File: config.mk
export PLATFORM = sky130hd
export DESIGN_NAME = sdram_bist
export DESIGN_NICKNAME = d
export VERILOG_FILES = /design/src/rtl/sdram_bist.sv
export SDC_FILE = /design/constraint.sdc
export NUM_CORES = 1
export LEC_CHECK = 0
export CAP_MARGIN = 0
export CORE_UTILIZATION = 30
export CTS_BUF_LIST = sky130_fd_sc_hd__clkbuf_8
export CTS_CLUSTER_DIAMETER = 100
export DETAILED_ROUTE_END_ITERATION = 7
export PLACE_DENSITY = 0.59
export SKIP_CTS_REPAIR_TIMING = 1
export SYNTH_ARGS = -nofsm -noshare
export SYNTH_HDL_FRONTEND = slang
export SYNTH_SLANG_ARGS = --single-unit
export TNS_END_PERCENT = 5
File: constraint.sdc
create_clock -name clk -period 4.7 [get_ports clk]
set_clock_uncertainty 0.2 [all_clocks]
set_input_delay 0.47 -clock clk [delete_from_list [all_inputs] [get_ports clk]]
set_output_delay 0.47 -clock clk [all_outputs]
set_load 0.02 [all_outputs]
File: src/rtl/sdram_bist.sv
// Built-in self-test traffic generator for sdram_core_pc: writes a seeded pattern over a
// word range, reads it back with a bounded number of outstanding reads and compares.
module sdram_bist #(
   parameter int                    ADDR_WIDTH      = 32,
   parameter int                    DATA_WIDTH      = 32,
   parameter int                    NUM_WORDS       = 1024,
   parameter logic [ADDR_WIDTH-1:0] BASE_ADDR       = '0,
   parameter int                    MAX_OUTSTANDING = 4
) (
   input  logic                      clk,
   input  logic                      rst_n,
   input  logic                      start,
   input  logic                      abort,
   input  logic [DATA_WIDTH-1:0]     seed,
   output logic                      req_valid,
   input  logic                      req_ready,
   output logic                      req_we,
   output logic [ADDR_WIDTH-1:0]     req_addr,
   output logic [DATA_WIDTH-1:0]     req_wdata,
   output logic [DATA_WIDTH/8-1:0]   req_wstrb,
   input  logic                      rsp_valid,
   input  logic [DATA_WIDTH-1:0]     rsp_rdata,
   output logic                      busy,
   output logic                      done,
   output logic                      pass,
   output logic [15:0]               err_count,
   output logic [ADDR_WIDTH-1:0]     first_err_addr,
   output logic [DATA_WIDTH-1:0]     first_err_data
);

   localparam int H      = DATA_WIDTH / 2;
   localparam int STRB_W = DATA_WIDTH / 8;
   localparam int IDX_W  = $clog2(NUM_WORDS + 1);
   localparam logic [IDX_W-1:0] LAST_IDX = IDX_W'(NUM_WORDS - 1);
   localparam logic [3:0]       MAX_OUT  = 4'(MAX_OUTSTANDING);

   typedef enum logic [2:0] {S_IDLE, S_WR, S_RD, S_DRAIN, S_DONE, S_ABORT} state_t;

   function automatic logic [DATA_WIDTH-1:0] pat_f(input logic [DATA_WIDTH-1:0] s,
                                                   input logic [IDX_W-1:0] idx);
      logic [H-1:0] ih;
      ih = H'(idx);
      return s ^ {~ih, ih};
   endfunction

   function automatic logic [ADDR_WIDTH-1:0] addr_f(input logic [IDX_W-1:0] idx);
      return BASE_ADDR + ADDR_WIDTH'(idx) * ADDR_WIDTH'(STRB_W);
   endfunction

   state_t                  state_q, state_d;
   logic [IDX_W-1:0]        idx_q, idx_d;
   logic [IDX_W-1:0]        ci_q, ci_d;
   logic [3:0]              out_cnt_q, out_cnt_d;
   logic [DATA_WIDTH-1:0]   seed_q, seed_d;
   logic                    abort_q, abort_d;
   logic                    req_valid_q, req_valid_d;
   logic                    req_we_q, req_we_d;
   logic [ADDR_WIDTH-1:0]   req_addr_q, req_addr_d;
   logic [DATA_WIDTH-1:0]   req_wdata_q, req_wdata_d;
   logic [STRB_W-1:0]       req_wstrb_q, req_wstrb_d;
   logic                    busy_q, busy_d;
   logic                    done_q, done_d;
   logic                    pass_q, pass_d;
   logic [15:0]             err_count_q, err_count_d;
   logic [ADDR_WIDTH-1:0]   first_err_addr_q, first_err_addr_d;
   logic [DATA_WIDTH-1:0]   first_err_data_q, first_err_data_d;

   logic acc, rd_acc, rsp_ok, abort_now;

   assign acc       = req_valid_q & req_ready;
   assign rd_acc    = acc & ~req_we_q;
   assign rsp_ok    = rsp_valid & (out_cnt_q != 4'd0);
   assign abort_now = abort | abort_q;

   // Next-state, request and result computation
   always_comb begin
      state_d          = state_q;
      idx_d            = idx_q;
      ci_d             = ci_q;
      seed_d           = seed_q;
      abort_d          = abort_q;
      req_valid_d      = req_valid_q;
      req_we_d         = req_we_q;
      req_addr_d       = req_addr_q;
      req_wdata_d      = req_wdata_q;
      req_wstrb_d      = req_wstrb_q;
      busy_d           = busy_q;
      done_d           = done_q;
      pass_d           = pass_q;
      err_count_d      = err_count_q;
      first_err_addr_d = first_err_addr_q;
      first_err_data_d = first_err_data_q;
      out_cnt_d        = out_cnt_q + {3'b000, rd_acc} - {3'b000, rsp_ok};

      // Responses are in order, so the compare index simply follows them
      if (rsp_ok) begin
         ci_d = ci_q + IDX_W'(1);
         if (rsp_rdata != pat_f(seed_q, ci_q)) begin
            if (err_count_q != 16'hFFFF) begin
               err_count_d = err_count_q + 16'd1;
            end else begin
               err_count_d = err_count_q;
            end
            if (err_count_q == 16'd0) begin
               first_err_addr_d = addr_f(ci_q);
               first_err_data_d = rsp_rdata;
            end else begin
               first_err_addr_d = first_err_addr_q;
            end
         end else begin
            err_count_d = err_count_q;
         end
      end else begin
         ci_d = ci_q;
      end

      case (state_q)
         S_IDLE: begin
            if (start) begin
               seed_d           = seed;
               abort_d          = 1'b0;
               idx_d            = '0;
               ci_d             = '0;
               busy_d           = 1'b1;
               done_d           = 1'b0;
               pass_d           = 1'b0;
               err_count_d      = 16'd0;
               first_err_addr_d = '0;
               first_err_data_d = '0;
               req_valid_d      = 1'b1;
               req_we_d         = 1'b1;
               req_addr_d       = addr_f('0);
               req_wdata_d      = pat_f(seed, '0);
               req_wstrb_d      = '1;
               state_d          = S_WR;
            end else begin
               state_d = S_IDLE;
            end
         end
         S_WR: begin
            abort_d = abort_now;
            if (acc) begin
               if (abort_now) begin
                  req_valid_d = 1'b0;
                  state_d     = S_ABORT;
               end else if (idx_q == LAST_IDX) begin
                  // Nothing is outstanding yet, so the first read can go out at once
                  idx_d       = '0;
                  req_we_d    = 1'b0;
                  req_addr_d  = addr_f('0);
                  req_valid_d = 1'b1;
                  state_d     = S_RD;
               end else begin
                  idx_d       = idx_q + IDX_W'(1);
                  req_addr_d  = addr_f(idx_q + IDX_W'(1));
                  req_wdata_d = pat_f(seed_q, idx_q + IDX_W'(1));
               end
            end else begin
               req_valid_d = 1'b1;
            end
         end
         S_RD: begin
            abort_d = abort_now;
            if (acc) begin
               idx_d      = idx_q + IDX_W'(1);
               req_addr_d = addr_f(idx_q + IDX_W'(1));
               if (abort_now) begin
                  req_valid_d = 1'b0;
                  state_d     = S_ABORT;
               end else if (idx_q == LAST_IDX) begin
                  req_valid_d = 1'b0;
                  state_d     = S_DRAIN;
               end else begin
                  req_valid_d = (out_cnt_d < MAX_OUT);
               end
            end else if (!req_valid_q) begin
               if (abort_now) begin
                  state_d = S_ABORT;
               end else begin
                  req_valid_d = (out_cnt_d < MAX_OUT);
               end
            end else begin
               req_valid_d = 1'b1;
            end
         end
         S_DRAIN: begin
            if (out_cnt_q == 4'd0) begin
               state_d = S_DONE;
            end else begin
               state_d = S_DRAIN;
            end
         end
         S_DONE: begin
            done_d  = 1'b1;
            pass_d  = (err_count_q == 16'd0);
            busy_d  = 1'b0;
            state_d = S_IDLE;
         end
         S_ABORT: begin
            if (out_cnt_q == 4'd0) begin
               busy_d  = 1'b0;
               done_d  = 1'b0;
               pass_d  = 1'b0;
               abort_d = 1'b0;
               state_d = S_IDLE;
            end else begin
               state_d = S_ABORT;
            end
         end
         default: begin
            req_valid_d = 1'b0;
            busy_d      = 1'b0;
            state_d     = S_IDLE;
         end
      endcase
   end

   // State and output registers
   always_ff @(posedge clk or negedge rst_n) begin
      if (!rst_n) begin
         state_q          <= S_IDLE;
         idx_q            <= '0;
         ci_q             <= '0;
         out_cnt_q        <= 4'd0;
         seed_q           <= '0;
         abort_q          <= 1'b0;
         req_valid_q      <= 1'b0;
         req_we_q         <= 1'b0;
         req_addr_q       <= '0;
         req_wdata_q      <= '0;
         req_wstrb_q      <= '0;
         busy_q           <= 1'b0;
         done_q           <= 1'b0;
         pass_q           <= 1'b0;
         err_count_q      <= 16'd0;
         first_err_addr_q <= '0;
         first_err_data_q <= '0;
      end else begin
         state_q          <= state_d;
         idx_q            <= idx_d;
         ci_q             <= ci_d;
         out_cnt_q        <= out_cnt_d;
         seed_q           <= seed_d;
         abort_q          <= abort_d;
         req_valid_q      <= req_valid_d;
         req_we_q         <= req_we_d;
         req_addr_q       <= req_addr_d;
         req_wdata_q      <= req_wdata_d;
         req_wstrb_q      <= req_wstrb_d;
         busy_q           <= busy_d;
         done_q           <= done_d;
         pass_q           <= pass_d;
         err_count_q      <= err_count_d;
         first_err_addr_q <= first_err_addr_d;
         first_err_data_q <= first_err_data_d;
      end
   end

   assign req_valid      = req_valid_q;
   assign req_we         = req_we_q;
   assign req_addr       = req_addr_q;
   assign req_wdata      = req_wdata_q;
   assign req_wstrb      = req_wstrb_q;
   assign busy           = busy_q;
   assign done           = done_q;
   assign pass           = pass_q;
   assign err_count      = err_count_q;
   assign first_err_addr = first_err_addr_q;
   assign first_err_data = first_err_data_q;

endmodule

== Word-level counts from Yosys, hierarchy flattened ==
Cells that the tools add are included.
Operators by class
  $lt $le $gt $ge: 1
  reductions and logical operators: 20
  equality and inequality tests: 20
  add/subtract/negate cells: 5
  bitwise logic cells: 12
  muxes and demuxes: 67
Operator list (count)
  $mux W32: 18
  $pmux W32 S3: 1
  $mux W11: 8
  $mux W16: 5
  $pmux W32 S2: 1
  $xor A32 B32 Y32: 2
  $pmux W11 S3: 1
  $ne A32 B32 Y1: 1
  $not A11 Y16: 2
  $mux W3: 10
  $add A11 B1 Y11 const B: 2
  $reduce_and A5 Y1: 4
  $add A16 B1 Y16 const B: 1
  $logic_not A16 Y1: 1
  $ne A16 B16 Y1 const B: 1
  $not A16 Y16: 1
  $mux W1: 15
  $pmux W3 S5: 1
  $ne A2 B2 Y1 const B: 7
  $mux W13: 1
  $ne A3 B3 Y1 const B: 4
  $pmux W1 S3: 4
  $reduce_and A3 Y1: 4
  $eq A11 B10 Y1 const B: 1
  other kinds (20): 29
Storage, ports and cells
  input port bits: 70
  output and inout bits: 153
  register bits after elaboration: 212

== Longest topological paths before layout ==
Gate-level depths: netlist of run 1.
  word-level depth: 9
  gate-level depth with buffers: 15
  mapped depth without buffers: 14

== Least setup slack after synthesis of run 1 ==
No wires, ideal clock.
  path type: flip-flop to flip-flop
  start: register out_cnt_q[2]
  end: register req_valid_q (netlist: req_valid)
  clock period less this slack: 3.664 ns
  required time: 4.421 ns
  buffers on the path: 1
  arrival time: 3.385 ns
  cell stages (with the launch flop): 16
  path slack: 1.036 ns
  library setup time: 0.079 ns
  cell sequence: dfrtp_1 -> inv_1 -> ha_1 -> or3b_2 -> nand2_1 -> clkbuf_1 -> nand2_1 -> nand2_1 -> ha_1 -> inv_1 -> fa_1 -> xnor2_1 -> or4_1 -> or3_1 -> a221o_1 -> mux2i_1
On the way
  cells in the longest elaborated chain, start to end: 8
  elaborated cells on any way between the ends: 11
  those cells by class: add/sub: 2; order compare: 1; mux: 6; bitwise: 1; reduce/logical: 1
RTL lines
  start, declared: line 53  | logic [3:0] out_cnt_q, out_cnt_d;
  start signal, assigned: line 242  | out_cnt_q <= out_cnt_d;
  parallel branches: the longest is 2 deep, another holds $add A4 B1 Y4
  $sub A4 B1 Y4 (*): line 93  | out_cnt_d = out_cnt_q + {3'b000, rd_acc} - {3'b000, rsp_ok};
  net out_cnt_d[2]: line 53
  $lt A4 B3 Y1 (*): line 174, 180
  $mux W1 (on tied branches): line 177, 170
  $mux W1 (on tied branches): line 176, 167
  $mux W1 (*): line 164  | if (acc) begin
  $pmux W1 S4 (*): line 117  | case (state_q)
  end signal, assigned: line 245  | req_valid_q <= req_valid_d;
  end, declared: line 56  | logic req_valid_q, req_valid_d;
Mark *: on every way through the listed nets, which the timed path passes.
A chain may end at the register's enable or synchronous reset.

== Worst setup path in the final report of run 1 ==
Ends and elaborated chain as after synthesis.

==> results of run 1 <==
## synth_stat cells, types with 2 or more instances
cell type,count,area (µm²)
sky130_fd_sc_hd__nand2_1,273,1020
sky130_fd_sc_hd__dfrtp_1,180,4500
sky130_fd_sc_hd__mux2i_1,57,571
sky130_fd_sc_hd__o21ai_0,54,270
sky130_fd_sc_hd__xnor2_1,46,403
sky130_fd_sc_hd__clkbuf_1,39,146
sky130_fd_sc_hd__a21oi_1,36,180
sky130_fd_sc_hd__nor2_1,32,120
sky130_fd_sc_hd__and3_1,25,156
sky130_fd_sc_hd__buf_4,25,188
sky130_fd_sc_hd__nand3_1,22,110
sky130_fd_sc_hd__inv_1,21,78.8
sky130_fd_sc_hd__xor2_1,20,175
sky130_fd_sc_hd__nand4_1,14,87.6
sky130_fd_sc_hd__nor3_1,14,70.1
sky130_fd_sc_hd__or3_1,13,81.3
sky130_fd_sc_hd__nor4_1,11,68.8
sky130_fd_sc_hd__nand2b_1,9,56.3
sky130_fd_sc_hd__a31oi_1,8,50.1
sky130_fd_sc_hd__ha_1,8,100
sky130_fd_sc_hd__mux2_2,8,90.1
sky130_fd_sc_hd__or4_1,7,52.6
sky130_fd_sc_hd__buf_12,6,120
sky130_fd_sc_hd__xnor3_1,6,135
sky130_fd_sc_hd__a21o_1,4,30.0
sky130_fd_sc_hd__a22o_1,4,35.0
sky130_fd_sc_hd__o21bai_1,4,30.0
sky130_fd_sc_hd__xor3_1,4,95.1
sky130_fd_sc_hd__and2_1,3,18.8
sky130_fd_sc_hd__and4_1,3,26.3
sky130_fd_sc_hd__buf_1,3,11.3
sky130_fd_sc_hd__nor2b_1,3,18.8
sky130_fd_sc_hd__o31ai_1,3,22.5
sky130_fd_sc_hd__buf_2,2,10.0
sky130_fd_sc_hd__or2_2,2,12.5
sky130_fd_sc_hd__or3_4,2,22.5
## cells by family (layout without fill, tap and decap cells)
| logic type | count (synthesis) | count (layout) | share of synthesized area |
|---|---|---|---|
| xor+xnor | 76 | 76 | 0.0864 |
| fa+ha+maj | 9 | 9 | 0.0128 |
| other cells | 1 | 23 | 0.000401 |
| simple gates | 438 | 438 | 0.210 |
| flops | 180 | 180 | 0.482 |
| buf+inv | 97 | 266 | 0.0605 |
| compound gates | 123 | 123 | 0.0772 |
| mux | 65 | 65 | 0.0706 |
## per-layer routing
layer / wire (µm) / GRT usage / vias up
met2: 12500 / 0.258 / 204
li1: - / - / 3641
met3: 1130 / 0.0275 / 18
met1: 12900 / 0.246 / 3689
met4: 473 / 0.0477 / 0
met5: 0 / 0 / -
## tightest hold or removal path: cells and delay by family (launching register included)
kind	cells	cell delay, ps
DFF	1	350
AOI/OAI and AO/OA	1	60
and+or+nand+nor	1	40
## cell type report
type,count,share of cell area
well taps,396,0.0411
diodes,2,0.000416
repair buffers,213,0.177
multi-input cells,732,0.364
clock buffers,17,0.0194
clock inverters,15,0.0174
inverters,21,0.00655
flip-flops and latches,180,0.374
## stage by stage
step / util / instance area (µm²) / worst slack (ps) / std cells / hold slack (ps)
CTS: 0.392 / 12000 / 1110 / 1573 / -64.4
floorplan: - / 9430 / 1040 / 1009 / -25.6
global route: 0.393 / 12000 / 847 / 1575 / 325
detailed placement: 0.378 / 11600 / 846 / 1541 / 270
global placement: 0.378 / 11600 / 912 / 1541 / 267
finish: 0.393 / 12000 / 1130 / 1576 / 291
## sequential cells by signal (all words and copies together), names as in the netlist, 4 cells and up
register / count
first_err_addr: 32
first_err_data: 32
req_wdata: 32
seed_q: 32
err_count: 16
ci_q: 11
req_addr: 11
out_cnt_q: 4
## final timing paths
| kind | startpoint | to | slack (ps) |
|---|---|---|---|
| setup reg to reg | out_cnt_q[2] | req_valid | 1130 |
| setup / recovery | out_cnt_q[2] | req_valid | 1130 |
| hold / removal | req_wdata[0] | req_wdata[0] | 290 |
| min in group asynchronous | rst_n | first_err_data[15] | 490 |
| hold reg to reg | req_wdata[0] | req_wdata[0] | 290 |
| max in group asynchronous | rst_n | err_count[13] | 2830 |
## power by group through the flow
stage / registers, mW / clock network (mW) / logic [mW]
after global placement: 2.57 / 0 / 3.11
after CTS: 2.55 / 1.22 / 3.16
final: 2.55 / 1.19 / 3.11
after detailed placement: 2.58 / 0 / 3.15
after floorplan: 2.73 / 0 / 1.81
after global routing: 2.63 / 1.28 / 3.43
==> results.env, run 1 <==
STATUS='finished clean'
POWER.IR.VDD_WORST_uV=324
LAYOUT_COMMONEST_CELL='sky130_fd_sc_hd__nand2_1'
DETAIL_PLACEMENT_HPWL_UM=19300
FLOORPLAN.INITIALDENSITY=0.305
WL_UM=27000
P_LEAK_nW=5.60
H-TREE-DEPTH=4
TRITONCTS.NUM_BUFFERS=17
BUFFER_LEVELS_ON_THE_LONGEST_CLOCK_PATH=2
DETAIL_ROUTE.DRC_VIOLATIONS=0
FIRST_GLOBAL_VIAS=6926
CELLINTERNALPOWER_mW=3.96
GP_ROUTABILITY_CONGESTION=0.792
POWER_DENSITY_nW_PER_UM2=569
FMAX_MHz=280
CRIT_PATH_START_KIND='register'
MULTI_INPUT_AREA_UM2=4380
GRT_START_MAX_NET_PINS=109
PATH_DEPTH=14
POST_SYNTH_INSTANCE_AREA_UM2=9350
SLEW_HEADROOM=0.396
FIN_CRIT_PS=3570
SYN-MEAN-INSTANCE-AREA_UM2=9.46
FINALSETUPVIOLCOUNT=0
DETAIL_ROUTE.VIAS_PER_CELL=4.79
HOLD_CLASS='reg -> reg'
PORT_BUFFERS=201
TIMING_HOLD_VIOLATIONS_FINAL=0
DIE_AREA_UM2=31900
N_FILL_CELL=3033
CRIT_TOP_CELL='sky130_fd_sc_hd__nand2_1'
CLKSINKCOUNT=180
POWER.SWITCHING_FRACTION=0.423
IO_PINS=223
REMAINING_GLOBAL_ROUTE_OVERFLOW=0
CRITICAL_PATH.CELL_CHAIN='inv_1 -> ha_1 -> or3b_2 -> nand2_1 -> nand2_1 -> nand2_1 -> ha_1 -> inv_1 -> fa_1 -> xnor2_1 -> or4_1 -> or3_1 -> a221o_1 -> mux2i_1'
LAYOUT.AREA.SEQ_UM2=4500
CLOCK_INSERTION_DELAY_WORST_SKEW_PS=470
DETAIL_ROUTE.WL_PER_CELL_UM=17.1
FP.COREAREA_UM2=30700
SYNTHTOLAYOUTAREAGROWTH_PCT=28.8
MIN_DELAY_PATH_DEPTH=2
POWER_FRAC_SEQ=0.372
CRITICAL_PATH.SLOWEST_CELL='sky130_fd_sc_hd__or3b_2'
POWER_mW=6.85
REG2REG_DEPTH=14
POST_SYNTH_INST_COUNT=989
SYNTH_WARN=0
LAYOUT.CELLS.MOST_COMMON_LIST='273 x sky130_fd_sc_hd__nand2_1, 200 x sky130_fd_sc_hd__clkdlybuf4s50_1, 180 x sky130_fd_sc_hd__dfrtp_1'
CRITPATHCAPTURETYPE='register'
NUMBER_OF_ANTENNA_VIOLATIONS_AT_THE_FIRST_CHECK_IN_GLOBAL_ROUTING=1
DIE_HEIGHT_UM=179
POST_ROUTE_CELLS_DRIVE_ABOVE_1_SHARE=0.0535
CRITICAL_PATH_ARRIVAL_PS=3750
CRITICAL_PATH.MAX_STAGE_DELAY_PS=520
FRACTION_OF_REGISTERS_WITH_ASYNC_SET_OR_RESET_AFTER_SYNTHESIS=1.00
CRITICAL_PATH_BUF_INV_COUNT=2
CP.REQUIRED_PS=4880
TIMING.FINAL.MAX_SLEW_VIOLATIONS=0
TIMING.MAX_CAP.VIOLATIONS=0
YS_SEQ_AREA_FRAC=0.482
CLKSLEWWORSTSETUPHOLDPATHS_PS=90
TNS_PS=0
CTS.ROOT.BUFFER_CELL='sky130_fd_sc_hd__clkbuf_8'
TIMING.CRITICAL_PATH.FANOUT_MAX=6
TRANSITION_TIME_OF_THE_TIGHTEST_SLEW_CHECK_PIN_PS=906
CTS_TREE='yes'
WIRE_LENGTH_OF_THE_FIRST_GLOBAL_ROUTING_PASS_UM=40700
NUM-NETS-FINAL=1244
SYNTH.FF_LATCH_COUNT=180
PATH_DELAY_FAMILY='simple AND/OR/NAND/NOR gates'
NETLIST-CELL-TYPE-COUNT=54
CRIT_TYPE='reg -> reg'
POSTROUTEANTENNANETS=0
DRT_PASS1_ITERATIONS=4
COMBPWRFRAC=0.455
DETAILEDROUTE.FIRSTITERATIONVIOLATIONS=481
TIMING.FINAL.CRIT_SHARE=0.760
DETAILROUTE.VIA_COUNT=7552
GR-USAGE-ALL-LAYERS=0.169
SYNTH_EDF_COUNT=0
P_SWITCHING_mW=2.90
STD_CELL_ROWS=64
SYNTH_TOP_FLOP_CELL='sky130_fd_sc_hd__dfrtp_1'
SHARE_CLK_OF_TOTAL_POWER=0.173
DIE_W_UM=179
GRT_SETUP_UNREPAIRED='no'
No activity file was read; power rests on OpenSTA's default activity.
==> run 2, diff against run 1 <==
- clock period: 4.7 -> 3.7 ns (I/O delays scaled with it)
==> results.env, run 2 (synthesis results as in run 1) <==
CTS.ROOT.BUFFER_CELL='sky130_fd_sc_hd__clkbuf_8'
TIMING.FINAL.MAX_SLEW_VIOLATIONS=0
TIMING.HOLD.WS_PS=265
FIN_CRIT_PS=3420
FIRST_GLOBAL_VIAS=7112
N_FILL_CELL=3030
POWER.IR.VDD_WORST_uV=626
CRITICAL_PATH_BUF_INV_COUNT=2
CRITICAL_PATH.CELL_CHAIN='inv_1 -> ha_1 -> or3b_4 -> nand2_1 -> nand2_1 -> nand2_1 -> ha_1 -> inv_1 -> fa_1 -> xnor2_1 -> or4_1 -> or3_1 -> a221o_1 -> mux2i_1'
GRT_SETUP_UNREPAIRED='no'
BUFFER_LEVELS_ON_THE_LONGEST_CLOCK_PATH=2
GRT_START_MAX_NET_PINS=94
FIN_WS_PS=277
DIE_W_UM=179
DRT_PASS1_ITERATIONS=5
SYNTHTOLAYOUTAREAGROWTH_PCT=29.3
CRITICAL_PATH_ARRIVAL_PS=3610
TIMING.MAX_CAP.VIOLATIONS=0
HOLD_CLASS='in -> reg'
NUM-NETS-FINAL=1250
WL_UM=27300
CRIT_PATH_START_KIND='register'
GP_ROUTABILITY_CONGESTION=0.845
POWER_mW=8.72
TIMING.CRITICAL_PATH.FANOUT_MAX=6
CP.REQUIRED_PS=3890
DETAIL_ROUTE.VIAS_PER_CELL=4.75
CRIT_TOP_CELL='sky130_fd_sc_hd__nand2_1'
TRITONCTS.NUM_BUFFERS=17
STD_CELL_ROWS=64
CRITICAL_PATH.SLOWEST_CELL='sky130_fd_sc_hd__or4_1'
FMAX_MHz=292
P_LEAK_nW=5.63
DP_SLACK_PS=143
DETAIL_PLACEMENT_HPWL_UM=19600
GR-USAGE-ALL-LAYERS=0.174
CLKSLEWWORSTSETUPHOLDPATHS_PS=110
POSTROUTEANTENNANETS=0
IO_PINS=223
CRITPATHCAPTURETYPE='register'
CRITICAL_PATH.MAX_STAGE_DELAY_PS=450
TIMING.FINAL.CRIT_SHARE=0.925
PATH_DELAY_FAMILY='simple AND/OR/NAND/NOR gates'
DETAILROUTE.VIA_COUNT=7513
NUMBER_OF_ANTENNA_VIOLATIONS_AT_THE_FIRST_CHECK_IN_GLOBAL_ROUTING=3
DETAIL_ROUTE.WL_PER_CELL_UM=17.2
TNS_PS=0
FINALSETUPVIOLCOUNT=0
FLOORPLAN.INITIALDENSITY=0.305
CRIT_TYPE='reg -> reg'
H-TREE-DEPTH=4
FINAL_CELL_AREA_UM2=12100
DIE_AREA_UM2=31900
DETAILEDROUTE.FIRSTITERATIONVIOLATIONS=317
REMAINING_GLOBAL_ROUTE_OVERFLOW=0
STATUS='finished clean'
CTS_TREE='yes'
PLACED_AREA_UM2=11700
LAYOUT.CELLS.MOST_COMMON_LIST='273 x sky130_fd_sc_hd__nand2_1, 200 x sky130_fd_sc_hd__clkdlybuf4s50_1, 180 x sky130_fd_sc_hd__dfrtp_1'
POWER_DENSITY_nW_PER_UM2=721
TRANSITION_TIME_OF_THE_TIGHTEST_SLEW_CHECK_PIN_PS=910
DETAIL_ROUTE.DRC_VIOLATIONS=0
SLEW_HEADROOM=0.394
LAYOUT_COMMONEST_CELL='sky130_fd_sc_hd__nand2_1'
TIMING_HOLD_VIOLATIONS_FINAL=0
PORT_BUFFERS=201
CLOCK_INSERTION_DELAY_WORST_SKEW_PS=460
FP.COREAREA_UM2=30700
WIRE_LENGTH_OF_THE_FIRST_GLOBAL_ROUTING_PASS_UM=41900
POST_ROUTE_CELLS_DRIVE_ABOVE_1_SHARE=0.0583
DIE_HEIGHT_UM=179
CLKSINKCOUNT=180
-- run 2: changes by cell type in the layout (fill, tap and decap cells not counted) --
cell	delta
sky130_fd_sc_hd__clkinv_2	+2
sky130_fd_sc_hd__or3b_4	+1
sky130_fd_sc_hd__clkinvlp_4	+2
sky130_fd_sc_hd__clkbuf_8	+2
sky130_fd_sc_hd__clkinv_8	-3
sky130_fd_sc_hd__inv_6	-1
sky130_fd_sc_hd__o21ai_0	-1
sky130_fd_sc_hd__buf_12	+3
sky130_fd_sc_hd__clkinv_4	-1
sky130_fd_sc_hd__or3b_2	-1
sky130_fd_sc_hd__o21ai_2	+1
sky130_fd_sc_hd__buf_4	+3
sky130_fd_sc_hd__inv_8	-2
-- run 2: worst min-delay path, cell delays in order --
cell and delay [ps]:
sky130_fd_sc_hd__clkdlybuf4s50_1 420, sky130_fd_sc_hd__nand2_1 60, sky130_fd_sc_hd__nand2_1 40
-- run 2: layer usage --
layer | wire length (µm) | track usage | share of wire | up-vias
met2 | 12500 | 0.265 | 0.46 | 212
met4 | 471 | 0.0519 | 0.017 | 0
met1 | 13200 | 0.253 | 0.48 | 3608
li1 | - | - | - | 3672
met3 | 1120 | 0.0258 | 0.041 | 21
met5 | 0 | 0 | 0 | -
-- run 2: power by group --
part	switching [mW]	internal, mW	leakage (nW)	total (mW)
clock network	0.794	0.647	0.202	1.44
logic	2.21	1.86	3.09	4.07
registers	0.631	2.57	2.34	3.20
-- run 2: per-stage QoR --
stage / util / instances
2_1_floorplan: - / 1009
3_3_place_gp: 0.380 / 1547
3_5_place_dp: 0.380 / 1547
4_1_cts: 0.394 / 1578
5_1_grt: 0.394 / 1581
6_report: 0.394 / 1581
-- run 2: area by class of cell --
| class | count | area (µm²) | area share |
|---|---|---|---|
| clock inverters | 12 | 145 | 0.0120 |
| repair buffers | 219 | 2220 | 0.183 |
| clock buffers | 19 | 262 | 0.0216 |
| inverters | 21 | 78.8 | 0.00652 |
| well taps | 396 | 495 | 0.0410 |
| diodes | 2 | 5.00 | 0.000414 |
| flip-flops and latches | 180 | 4500 | 0.372 |
| multi-input cells | 732 | 4390 | 0.363 |
-- run 2: worst paths after layout --
check	slack [ps]	startpoint	to	cells past startpoint
worst max-delay path	280	out_cnt_q[2]	req_valid	14
worst min-delay path	260	seed[2]	seed_q[2]	3
worst max register to register	280	out_cnt_q[2]	req_valid	14
worst min register to register	290	req_wdata[30]	req_wdata[30]	2
max in group asynchronous	1980	rst_n	out_cnt_q[0]	3
min in group asynchronous	340	rst_n	first_err_data[15]	2
==> run 3, diff against run 2 <==
- REMOVE_ABC_BUFFERS: default -> 1
==> results.env, run 3 (synthesis results as in run 1) <==
TIMING.MAX_CAP.VIOLATIONS=0
GP_ROUTABILITY_CONGESTION=0.821
H-TREE-DEPTH=4
FINISH.CELL_COUNT_WITHOUT_FILLERS=1583
CLOCK_INSERTION_DELAY_WORST_SKEW_PS=470
CP.REQUIRED_PS=3890
CRIT_TOP_CELL='sky130_fd_sc_hd__nand2_1'
R2R_END='req_valid'
FMAX_MHz=290
SLEW_HEADROOM=0.401
TRANSITION_TIME_OF_THE_TIGHTEST_SLEW_CHECK_PIN_PS=899
HOLDCRITSTARTPOINT='seed[9]'
STATUS='finished clean'
CRIT_TYPE='reg -> reg'
DETAIL_ROUTE.VIAS_PER_CELL=4.69
LAYOUT.CELLS.MOST_COMMON_LIST='273 x sky130_fd_sc_hd__nand2_1, 200 x sky130_fd_sc_hd__clkdlybuf4s50_1, 180 x sky130_fd_sc_hd__dfrtp_1'
FP.COREAREA_UM2=30700
DP_SLACK_PS=145
DIE_AREA_UM2=31900
DRT_PASS1_ITERATIONS=5
FIN_CRIT_PS=3450
GRT_SETUP_UNREPAIRED='no'
POSTROUTEANTENNANETS=0
HOLD_CLASS='in -> reg'
DETAIL_PLACEMENT_HPWL_UM=18100
TIMING.FINAL.CRIT_SHARE=0.931
PATH_DELAY_FAMILY='simple AND/OR/NAND/NOR gates'
CTS_TREE='yes'
SYNTHTOLAYOUTAREAGROWTH_PCT=29.2
DIE_W_UM=179
GR-USAGE-ALL-LAYERS=0.167
CRITICAL_PATH.SLOWEST_CELL='sky130_fd_sc_hd__or4_1'
TIMING_HOLD_VIOLATIONS_FINAL=0
TIMING.FINAL.MAX_SLEW_VIOLATIONS=0
CRITICAL_PATH.MAX_STAGE_DELAY_PS=450
NUMBER_OF_ANTENNA_VIOLATIONS_AT_THE_FIRST_CHECK_IN_GLOBAL_ROUTING=0
FINALSETUPVIOLCOUNT=0
MIN_DELAY_PATH_DEPTH=3
STD_CELL_ROWS=64
REG_TO_REG_SETUP_TIMING_SLACK_PS=250
BUFFER_LEVELS_ON_THE_LONGEST_CLOCK_PATH=2
P_LEAK_nW=5.63
POWER_mW=8.55
FLOORPLAN.INITIALDENSITY=0.305
NUM-NETS-FINAL=1253
GRT_START_MAX_NET_PINS=103
DETAILROUTE.VIA_COUNT=7417
PLACE_INST=1550
TRITONCTS.NUM_BUFFERS=17
DETAIL_ROUTE.WL_PER_CELL_UM=16.4
N_FILL_CELL=3085
FINAL_UTIL=0.394
REG2REG_DEPTH=14
FIN_WS_PS=254
ANTENNA-DIODE-COUNT=0
DIE_HEIGHT_UM=179
TNS_PS=0
CRITICAL_PATH_ARRIVAL_PS=3640
PORT_BUFFERS=201
CRITPATHCAPTURETYPE='register'
LAYOUT_COMMONEST_CELL='sky130_fd_sc_hd__nand2_1'
CLKSLEWWORSTSETUPHOLDPATHS_PS=100
POWER.IR.VDD_WORST_uV=272
CRITICAL_PATH.CELL_CHAIN='inv_1 -> ha_1 -> or3b_4 -> nand2_1 -> nand2_1 -> nand2_1 -> ha_1 -> inv_1 -> fa_1 -> xnor2_1 -> or4_1 -> or3_1 -> a221o_1 -> mux2i_1'
WORST_R2R_STARTPOINT='out_cnt_q[2]'
CRITICAL_PATH_BUF_INV_COUNT=2
WL_UM=26000
FIRST_GLOBAL_VIAS=7189
POWER_DENSITY_nW_PER_UM2=707
TIMING.CRITICAL_PATH.FANOUT_MAX=6
HOLD_PATH_END='seed_q[9]'
POST_ROUTE_CELLS_DRIVE_ABOVE_1_SHARE=0.0607
REMAINING_GLOBAL_ROUTE_OVERFLOW=0
CTS.ROOT.BUFFER_CELL='sky130_fd_sc_hd__clkbuf_8'
DETAILEDROUTE.FIRSTITERATIONVIOLATIONS=336
CRIT_PATH_START_KIND='register'
DETAIL_ROUTE.DRC_VIOLATIONS=0
IO_PINS=223
WIRE_LENGTH_OF_THE_FIRST_GLOBAL_ROUTING_PASS_UM=40700
CLKSINKCOUNT=180
-- run 3: cell types whose count changed in the layout (fill, tap and decap cells not counted), moves of 2 or more --
cell | previous run | this run
sky130_fd_sc_hd__diode_2 | 2 | 0
sky130_fd_sc_hd__buf_4 | 12 | 15
sky130_fd_sc_hd__clkinv_4 | 1 | 3
sky130_fd_sc_hd__clkinv_2 | 2 | 5
-- run 3: worst max path at each step --
stage                       from       endpoint  slack, ps  cells after the start
floorplan             state_q[1]  req_wdata[17]      -3050                      4
global placement    out_cnt_q[2]      req_valid        220                     14
detailed placement  out_cnt_q[2]      req_valid        140                     14
CTS                 out_cnt_q[2]      req_valid        130                     14
global route        out_cnt_q[2]      req_valid         20                     14
finish              out_cnt_q[2]      req_valid        250                     14
-- run 3: power breakdown --
| part | leakage, nW | switching, mW | total (mW) | internal [mW] |
|---|---|---|---|---|
| clock network | 0.196 | 0.791 | 1.35 | 0.560 |
| logic | 3.10 | 2.23 | 4.09 | 1.86 |
| registers | 2.34 | 0.539 | 3.11 | 2.57 |
-- run 3: area by class of cell --
cell class / count / area, µm² / share of cell area
timing repair buffer: 222 / 2240 / 0.185
inverter: 21 / 78.8 / 0.00652
tap: 396 / 495 / 0.0410
clock buffer: 18 / 248 / 0.0205
clock inverter: 14 / 131 / 0.0109
sequential: 180 / 4500 / 0.373
multi-input combinational: 732 / 4390 / 0.363
-- run 3: per-layer routing --
metal  vias up  wire length (µm)  GRT usage
li1       3663                 -          -
met1      3537             12300      0.228
met2       202             11800      0.261
met3        15              1750     0.0445
met4         0               220     0.0360
met5         -                 0          0
-- run 3: worst min-delay path, cell delays in order --
cell	delay, ps
sky130_fd_sc_hd__clkdlybuf4s50_1	410
sky130_fd_sc_hd__nand2_1	60
sky130_fd_sc_hd__nand2_1	40
-- run 3: per-stage QoR --
step / instance area [µm²] / hold slack (ps)
global route: 12100 / 233
finish: 12100 / 246
detailed placement: 11700 / 269
CTS: 12100 / -152
global placement: 11700 / 260
floorplan: 8940 / -126
